===== config.mk =====
export PLATFORM = sky130hd
export DESIGN_NAME = led_mode_scheduler
export DESIGN_NICKNAME = d
export VERILOG_FILES = /design/src/rtl/led_mode_scheduler.sv
export SDC_FILE = /design/constraint.sdc
export NUM_CORES = 1
export LEC_CHECK = 0
export ABC_CLOCK_PERIOD_IN_PS = 2900
export CAP_MARGIN = 20
export CORE_UTILIZATION = 50
export DETAILED_ROUTE_END_ITERATION = 7
export HOLD_SLACK_MARGIN = 0.06
export PLACE_DENSITY_LB_ADDON = 0.3
export SYNTH_ARGS = -nofsm -noshare
export SYNTH_HDL_FRONTEND = slang
export SYNTH_SLANG_ARGS = --single-unit
export TNS_END_PERCENT = 10

===== constraint.sdc =====
create_clock -name clk -period 2.9 [get_ports clk]
set_input_delay 0.58 -clock clk [delete_from_list [all_inputs] [get_ports clk]]
set_output_delay 0.58 -clock clk [all_outputs]
set_load 0.03 [all_outputs]

===== src/rtl/led_mode_scheduler.sv =====
// LED bank scheduler: grants the 8-bit LED bank to one mode driver at a time,
// advancing on a debounced key press or auto timer, with a blanking gap.
module led_mode_scheduler #(
  parameter int NUM_MODES   = 4,
  parameter int DEB_CYC     = 240,
  parameter int BLANK_CYC   = 120,
  parameter int AUTO_PERIOD = 24000
) (
  input  logic                   clk,
  input  logic                   rst,
  input  logic                   btn,
  input  logic                   auto_en,
  input  logic [NUM_MODES*8-1:0] mode_led,
  output logic [7:0]             led_out,
  output logic [2:0]             mode_sel,
  output logic [NUM_MODES-1:0]   drv_rst_n,
  output logic                   blanking,
  output logic                   mode_chg
);

  localparam int DW = $clog2(DEB_CYC) + 1;
  localparam int BW = $clog2(BLANK_CYC) + 1;
  localparam int AW = $clog2(AUTO_PERIOD) + 1;

  localparam logic [DW-1:0] DEB_LAST   = DW'(DEB_CYC - 1);
  localparam logic [BW-1:0] BLANK_LAST = BW'(BLANK_CYC - 1);
  localparam logic [AW-1:0] AUTO_LAST  = AW'(AUTO_PERIOD - 1);
  localparam logic [2:0]    MODE_LAST  = 3'(NUM_MODES - 1);

  typedef enum logic {
    ST_RUN,
    ST_BLANK
  } state_e;

  logic                 sync1_q;
  logic                 sync2_q;
  logic                 deb_q, deb_d;
  logic                 deb_dly_q;
  logic [DW-1:0]        dcnt_q, dcnt_d;
  logic [AW-1:0]        acnt_q, acnt_d;
  logic [BW-1:0]        bcnt_q, bcnt_d;
  state_e               state_q, state_d;
  logic [2:0]           mode_q, mode_d;
  logic [7:0]           led_q, led_d;
  logic [NUM_MODES-1:0] drv_q, drv_d;
  logic                 blank_q, blank_d;
  logic                 chg_q, chg_d;

  logic                 btn_s;
  logic                 press;
  logic                 in_run;
  logic                 auto_evt;
  logic                 adv;
  logic [2:0]           mode_nxt;
  logic [7:0]           slice;
  logic [NUM_MODES-1:0] onehot;

  assign btn_s    = sync2_q;
  assign press    = deb_q & ~deb_dly_q;
  assign in_run   = (state_q == ST_RUN);
  assign auto_evt = in_run & auto_en & (acnt_q == AUTO_LAST);
  assign adv      = in_run & (press | auto_evt);
  assign mode_nxt = (mode_q == MODE_LAST) ? 3'd0 : mode_q + 3'd1;

  // mode_q never exceeds MODE_LAST, so exactly one slot matches
  always_comb begin
    slice  = '0;
    onehot = '0;
    for (int i = 0; i < NUM_MODES; i++) begin
      if (mode_q == 3'(i)) begin
        slice     = mode_led[8*i +: 8];
        onehot[i] = 1'b1;
      end
    end
  end

  always_comb begin
    deb_d  = deb_q;
    dcnt_d = '0;
    if (btn_s != deb_q) begin
      if (dcnt_q == DEB_LAST) begin
        deb_d = btn_s;
      end else begin
        dcnt_d = dcnt_q + DW'(1);
      end
    end
  end

  always_comb begin
    acnt_d = '0;
    if (in_run && auto_en && !adv) begin
      acnt_d = acnt_q + AW'(1);
    end
  end

  always_comb begin
    state_d = state_q;
    mode_d  = mode_q;
    led_d   = '0;
    drv_d   = '0;
    blank_d = blank_q;
    chg_d   = 1'b0;
    bcnt_d  = '0;
    unique case (state_q)
      ST_RUN: begin
        if (adv) begin
          state_d = ST_BLANK;
          mode_d  = mode_nxt;
          blank_d = 1'b1;
          chg_d   = 1'b1;
        end else begin
          led_d   = slice;
          drv_d   = onehot;
          blank_d = 1'b0;
        end
      end
      ST_BLANK: begin
        if (bcnt_q == BLANK_LAST) begin
          state_d = ST_RUN;
          blank_d = 1'b0;
          drv_d   = onehot;
        end else begin
          bcnt_d = bcnt_q + BW'(1);
        end
      end
      default: begin
        state_d = ST_BLANK;
        blank_d = 1'b1;
      end
    endcase
  end

  always_ff @(posedge clk or posedge rst) begin
    if (rst) begin
      sync1_q   <= 1'b0;
      sync2_q   <= 1'b0;
      deb_q     <= 1'b0;
      deb_dly_q <= 1'b0;
      dcnt_q    <= '0;
      acnt_q    <= '0;
      bcnt_q    <= '0;
      state_q   <= ST_BLANK;
      mode_q    <= 3'd0;
      led_q     <= 8'd0;
      drv_q     <= '0;
      blank_q   <= 1'b1;
      chg_q     <= 1'b0;
    end else begin
      sync1_q   <= btn;
      sync2_q   <= sync1_q;
      deb_q     <= deb_d;
      deb_dly_q <= deb_q;
      dcnt_q    <= dcnt_d;
      acnt_q    <= acnt_d;
      bcnt_q    <= bcnt_d;
      state_q   <= state_d;
      mode_q    <= mode_d;
      led_q     <= led_d;
      drv_q     <= drv_d;
      blank_q   <= blank_d;
      chg_q     <= chg_d;
    end
  end

  assign led_out   = led_q;
  assign mode_sel  = mode_q;
  assign drv_rst_n = drv_q;
  assign blanking  = blank_q;
  assign mode_chg  = chg_q;

endmodule

==> results of run 1 <==
## logic make-up after synthesis
group,share of synthesized area (%)
adders and majority gates,3.338
muxes,1.574
DFF,52.55
buffers and inverters,4.053
and+or+nand+nor,18.36
xor gates and xnor gates,8.345
AOI/OAI and AO/OA,11.78
## synthesized netlist by cell type (all sizes together)
cell | number | share of area [%]
a21o | 1 | 0.29
a21oi | 13 | 2.5
a221o | 8 | 3.1
a22oi | 8 | 2.3
a31o | 1 | 0.33
and2 | 2 | 0.48
and3 | 1 | 0.24
and4 | 1 | 0.33
buf | 2 | 0.33
clkbuf | 6 | 0.86
dfrtp | 53 | 51
dfstp | 2 | 2.0
ha | 7 | 3.3
inv | 20 | 2.9
mux2 | 3 | 1.6
nand2 | 11 | 1.6
nand2b | 3 | 0.72
nand3 | 8 | 1.5
nand4 | 6 | 1.4
nor2 | 36 | 5.2
nor2b | 2 | 0.48
nor3 | 14 | 2.7
nor3b | 4 | 1.1
nor4 | 4 | 0.95
o211ai | 1 | 0.48
o21ai | 2 | 0.38
o311ai | 1 | 0.62
o31ai | 1 | 0.81
o41ai | 1 | 1.0
or2 | 1 | 0.24
or3 | 2 | 0.48
or4 | 1 | 0.43
or4b | 1 | 0.52
xnor2 | 18 | 6.0
xor2 | 7 | 2.3
## metrics by stage
| stage | std cells | instance area (um^2) |
|---|---|---|
| final | 377 | 3331 |
| after detailed placement | 369 | 3236 |
| after global routing | 377 | 3331 |
| after floorplan | 252 | 2624 |
| after CTS | 377 | 3331 |
| after global placement | 369 | 3236 |
## state kept, by name (all words and copies together) (netlist names)
name and count:
blanking 1, btn_s 1, mode_sel 3, sync1_q 1, drv_rst_n 4, deb_q 1
dcnt_q 9, mode_chg 1, state_q 1, acnt_q 16, deb_dly_q 1, led_out 8
bcnt_q 8
## worst min-delay path by stage
stage | cells past startpoint | endpoint | startpoint | slack [ns]
after detailed placement | 0 | btn_s | sync1_q | 0.35
after global placement | 0 | btn_s | sync1_q | 0.34
after floorplan | 0 | btn_s | sync1_q | 0.33
after CTS | 0 | btn_s | sync1_q | 0.37
final | 0 | btn_s | sync1_q | 0.36
after global routing | 0 | btn_s | sync1_q | 0.38
## layout make-up
cell class | count | area (um^2) | area share (%)
multi-input combinational | 169 | 1139 | 34.18
tap | 70 | 87.58 | 2.630
clock inverter | 1 | 8.758 | 0.2630
sequential | 55 | 1379 | 41.40
timing repair buffer | 55 | 555.5 | 16.68
clock buffer | 7 | 86.33 | 2.592
inverter | 20 | 75.07 | 2.254
## critical path, cell delays in order
cell and delay (ns):
clkdlybuf4s50_1 0.49, nand2_1 0.06, or4b_4 0.53, o31ai_4 0.36, mux2_4 0.33
## power by group through the flow
stage	Clock (uW)	Combinational, uW	Sequential [uW]
finish	433	86.4	775
global route	483	95.1	776
CTS	441	87.7	775
detailed placement	0	87.6	790
global placement	0	85.8	790
floorplan	0	29.6	789
## layer usage
metal	GRT usage (%)	vias to the layer above	wire length, um
met5	0	-	0
met4	3.983	0	25
met3	4.065	4	153
met2	32.83	32	2719
met1	29.43	953	2452
li1	-	977	-
==> impl_metrics.tcl, run 1 <==
set metrics [dict create \
    hold_buffers 0 \
    ir_drop_v 0.0002885 \
    holdWs_ns 0.3626 \
    port_buffers 52 \
    setup_violations 0 \
    place.gp.congestion 0.7646 \
    p_switching_uw 272.5 \
    wire_per_inst_um 14.19 \
    fin_crit_ns 2.160 \
    fillerInstances 426 \
    crit_path_start "auto_en" \
    insertion_delay_ns 0.30 \
    grt_max_degree 31 \
    finalHoldViolCount 0 \
    required_ns 3.09 \
    run_status "finished, final reports clean" \
    totalWireLength_um 5351 \
    startpoint_type "input port" \
    worst_setup_path_end_kind "flop" \
    firstDrtPassIters 4 \
    tightest_slew_ns 0.6519 \
    power_density_nw_per_um2 388.7 \
    coreArea_um2 5075 \
    dieArea_um2 5541 \
    ys_warn_count 0 \
    crit_path_end "mode_sel[0]" \
    p_total_uw 1295 \
    power_leakage_uw 0.001364 \
    max_freq_mhz 463.0 \
    fp.dieW_um 74.44 \
    dp_slack_ns 0.4177 \
    rsz0062_at_grt "false" \
    grt_pass1_wl_um 8576 \
    comb_power_share_pct 6.7 \
    reg2reg_slack_ns 0.76 \
    vias_per_cell 5.215 \
    skew_ns 0.01513 \
    seq_power_share_pct 59.9 \
    path_class "input port to flop" \
    clockPowerShare_pct 33.4 \
    nets 349 \
    syn_inst 252 \
    final_common_cell "dfrtp_1" \
    ctsResizeCount 0 \
    syn_nets 295 \
    cts_tree "yes" \
    rows 26 \
    postLayoutSetupSlackWorst_ns 0.7400 \
    htree_levels 2 \
    final_cell_mix "dfrtp_1, clkdlybuf4s50_1, nor2_1, inv_1, xnor2_1" \
    synth.distinct_cells 37 \
    vias 1966 \
    maxCapViolCount 0 \
    p_int_uw 1022 \
    clock_path_buffers 2 \
    cts_sinks 55 \
    ys_ff_latch 55 \
    drive_gt1_share_pct 7.818 \
    start_util_pct 51.70 \
    ant_nets 0 \
    postLayoutCoreUtil_pct 65.63 \
    drt_iter0_markers 75 \
    syn-cell-area_um2 2624 \
    track_usage_pct 20.55 \
    finalMaxSlewViolations 0 \
    avgSynthCellArea_um2 10.41 \
    clk_transition_reported_paths_ns 0.10 \
    cts_buffers 5 \
    slew_headroom_pct 56.54 \
    die_h_um 74.44 \
    r2r_end "mode_sel[0]" \
    r2r_cells 5 \
    swShare_pct 21.05 \
    crit_arrival_ns 2.35 \
    grt.overflow.total 0 \
    antennaDiodeCount 0 \
    tns_ns 0 \
    dp.final_hpwl_um 3945 \
    worst_hold_path_type "flop to flop" \
    grt_pass1_vias 1816 \
    postCtsSetupBuffers 0 \
    post-route-drc-count 0 \
    ys_seq_area_share_pct 52.55 \
    ios 53 \
    cts_root_buf "clkbuf_8" \
    antenna_found_initial 0 \
    worst-path-max-fanout 5 \
    area_growth_pct 26.94 \
    r2r_start "acnt_q[0]" \
    finalCritPeriodShare_pct 74.48 \
]
(Power assumes the default switching activity.)
==> run 2: changes to the inputs <==
- ABC_CLOCK_PERIOD_IN_PS: 2900 -> 1880
- CORE_UTILIZATION: 50 -> 46
- clock period: 2.9 -> 1.88 ns (I/O delays scaled with it)
==> impl_metrics.tcl, run 2 (synthesized netlist as in run 1, its figures left out) <==
set metrics [dict create \
    startpoint_type "input port" \
    tns_ns -0.04541 \
    violations "negative setup slack" \
    ant_nets 0 \
    p_switching_uw 409.4 \
    cts_root_buf "clkbuf_8" \
    ios 53 \
    fp.dieW_um 77.53 \
    final_common_cell "dfrtp_1" \
    drive_gt1_share_pct 14.07 \
    drt_iter0_markers 47 \
    tightest_slew_ns 0.5878 \
    finalMaxSlewViolations 0 \
    vias_per_cell 5.050 \
    coreArea_um2 5507 \
    grt_pass1_vias 2044 \
    swShare_pct 21.00 \
    top_regs "acnt_q (16), dcnt_q (9)" \
    p_total_uw 1949 \
    hold_buffers 0 \
    power_leakage_uw 0.001478 \
    antennaDiodeCount 0 \
    largest-register "acnt_q" \
    crit_arrival_ns 2.10 \
    ir_drop_v 0.0003307 \
    area_growth_pct 33.19 \
    cts_tree "yes" \
    postLayoutSetupSlackWorst_ns -0.02459 \
    worst_hold_path_type "flop to flop" \
    seq_power_share_pct 61.3 \
    grt.overflow.total 0 \
    firstDrtPassIters 4 \
    skew_ns 0.007607 \
    fin_crit_ns 1.905 \
    dieArea_um2 6010 \
    finalCritPeriodShare_pct 101.3 \
    comb_power_share_pct 7.1 \
    largest_reg_flops 16 \
    clock_path_buffers 2 \
    grt_max_degree 24 \
    postCtsSetupBuffers 0 \
    cts_sinks 55 \
    finalHoldViolCount 0 \
    start_util_pct 47.65 \
    die_h_um 77.53 \
    clk_transition_reported_paths_ns 0.09 \
    postLayoutCoreUtil_pct 63.46 \
    clockPowerShare_pct 31.6 \
    cts_buffers 5 \
    worst_setup_path_end_kind "flop" \
    grt_pass1_wl_um 9501 \
    totalWireLength_um 5440 \
    wl_met1_um 2707 \
    power_density_nw_per_um2 557.8 \
    dp.final_hpwl_um 4208 \
    rsz0062_at_grt "true" \
    htree_levels 2 \
    p_int_uw 1540 \
    rows 27 \
    post-route-drc-count 0 \
    track_usage_pct 20.35 \
    insertion_delay_ns 0.30 \
    required_ns 2.07 \
    maxCapViolCount 0 \
    setup_violations 2 \
    slew_headroom_pct 60.82 \
    nets 369 \
    path_class "input port to flop" \
    port_buffers 52 \
    worst-path-max-fanout 4 \
    run_status "complete, but fails checks" \
    vias 2015 \
    final_cell_mix "dfrtp_1, clkdlybuf4s50_1, nor2_1, buf_4, inv_1" \
    max_freq_mhz 525.0 \
    route.met3.wl_um 109 \
    dr_wl_met2_um 2557 \
    wire_per_inst_um 13.63 \
    place.gp.congestion 0.8011 \
    dp_slack_ns -0.3566 \
    antenna_found_initial 0 \
    top_layer "met4" \
]
[run 2: cell count changes in the layout (fill, tap and decap cells not counted), sizes merged]
| cell | change |
|---|---|
| clkdlybuf4s50 | -3 |
| dlygate4sd2 | +1 |
| buf | +20 |
| dlymetal6s2s | +2 |
[run 2: final cells by class]
class	count	area [um^2]
Clock buffer	7	76.32
Clock inverter	1	5.005
Fill cell	470	2012
Inverter	20	75.07
Multi-Input combinational cell	169	1146
Sequential cell	55	1380
Tap cell	72	90.09
Timing Repair Buffer	75	721.9
[run 2: per-stage QoR]
| stage | std cells | instance area, um^2 | hold WS (ns) |
|---|---|---|---|
| after floorplan | 252 | 2634 | 0.3312 |
| after global placement | 391 | 3410 | 0.3442 |
| after detailed placement | 391 | 3410 | 0.3370 |
| after CTS | 399 | 3490 | 0.3692 |
| after global routing | 399 | 3495 | 0.3731 |
| final | 399 | 3495 | 0.3606 |
[run 2: timing repair]
item / 4_1_cts / 5_1_grt
hold endpoints to repair: 0 / 0
setup endpoints to repair: 3 / 10
resized for setup: 1 / 2
[run 2: worst paths after layout]
path,start,to,slack (ns),depth (start not counted)
min in group asynchronous,rst,bcnt_q[2],0.38,2
worst min register to register,sync1_q,btn_s,0.36,0
worst min-delay path,sync1_q,btn_s,0.36,0
worst max register to register,acnt_q[1],mode_sel[0],-0.02,5
max in group asynchronous,rst,dcnt_q[1],1.03,3
worst max-delay path,auto_en,mode_sel[0],-0.02,5
[run 2: power groups by stage]
stage	Clock (uW)	Sequential (uW)	Combinational, uW
2_1_floorplan	0	1220	45.6
3_3_place_gp	0	1220	138
3_5_place_dp	0	1220	140
4_1_cts	636	1200	140
5_1_grt	684	1200	152
6_report	617	1200	137
[run 2: routing by layer]
layer / track usage [%] / vias to the layer above
li1: - / 1011
met4: 6.226 / 0
met3: 3.647 / 5
met1: 28.33 / 981
met5: 0 / -
met2: 32.39 / 18
[run 2: worst max-delay path, cell delays in order]
cell and delay, ns:
clkdlybuf4s50_1 0.48, nand2_1 0.06, or4b_4 0.57, o31ai_4 0.28
mux2_4 0.33
==> run 3: changes to the inputs <==
- CAP_MARGIN: 20 -> default
==> results of run 3 <==
The final DEF is identical to that of run 2; final timing and power are the same.
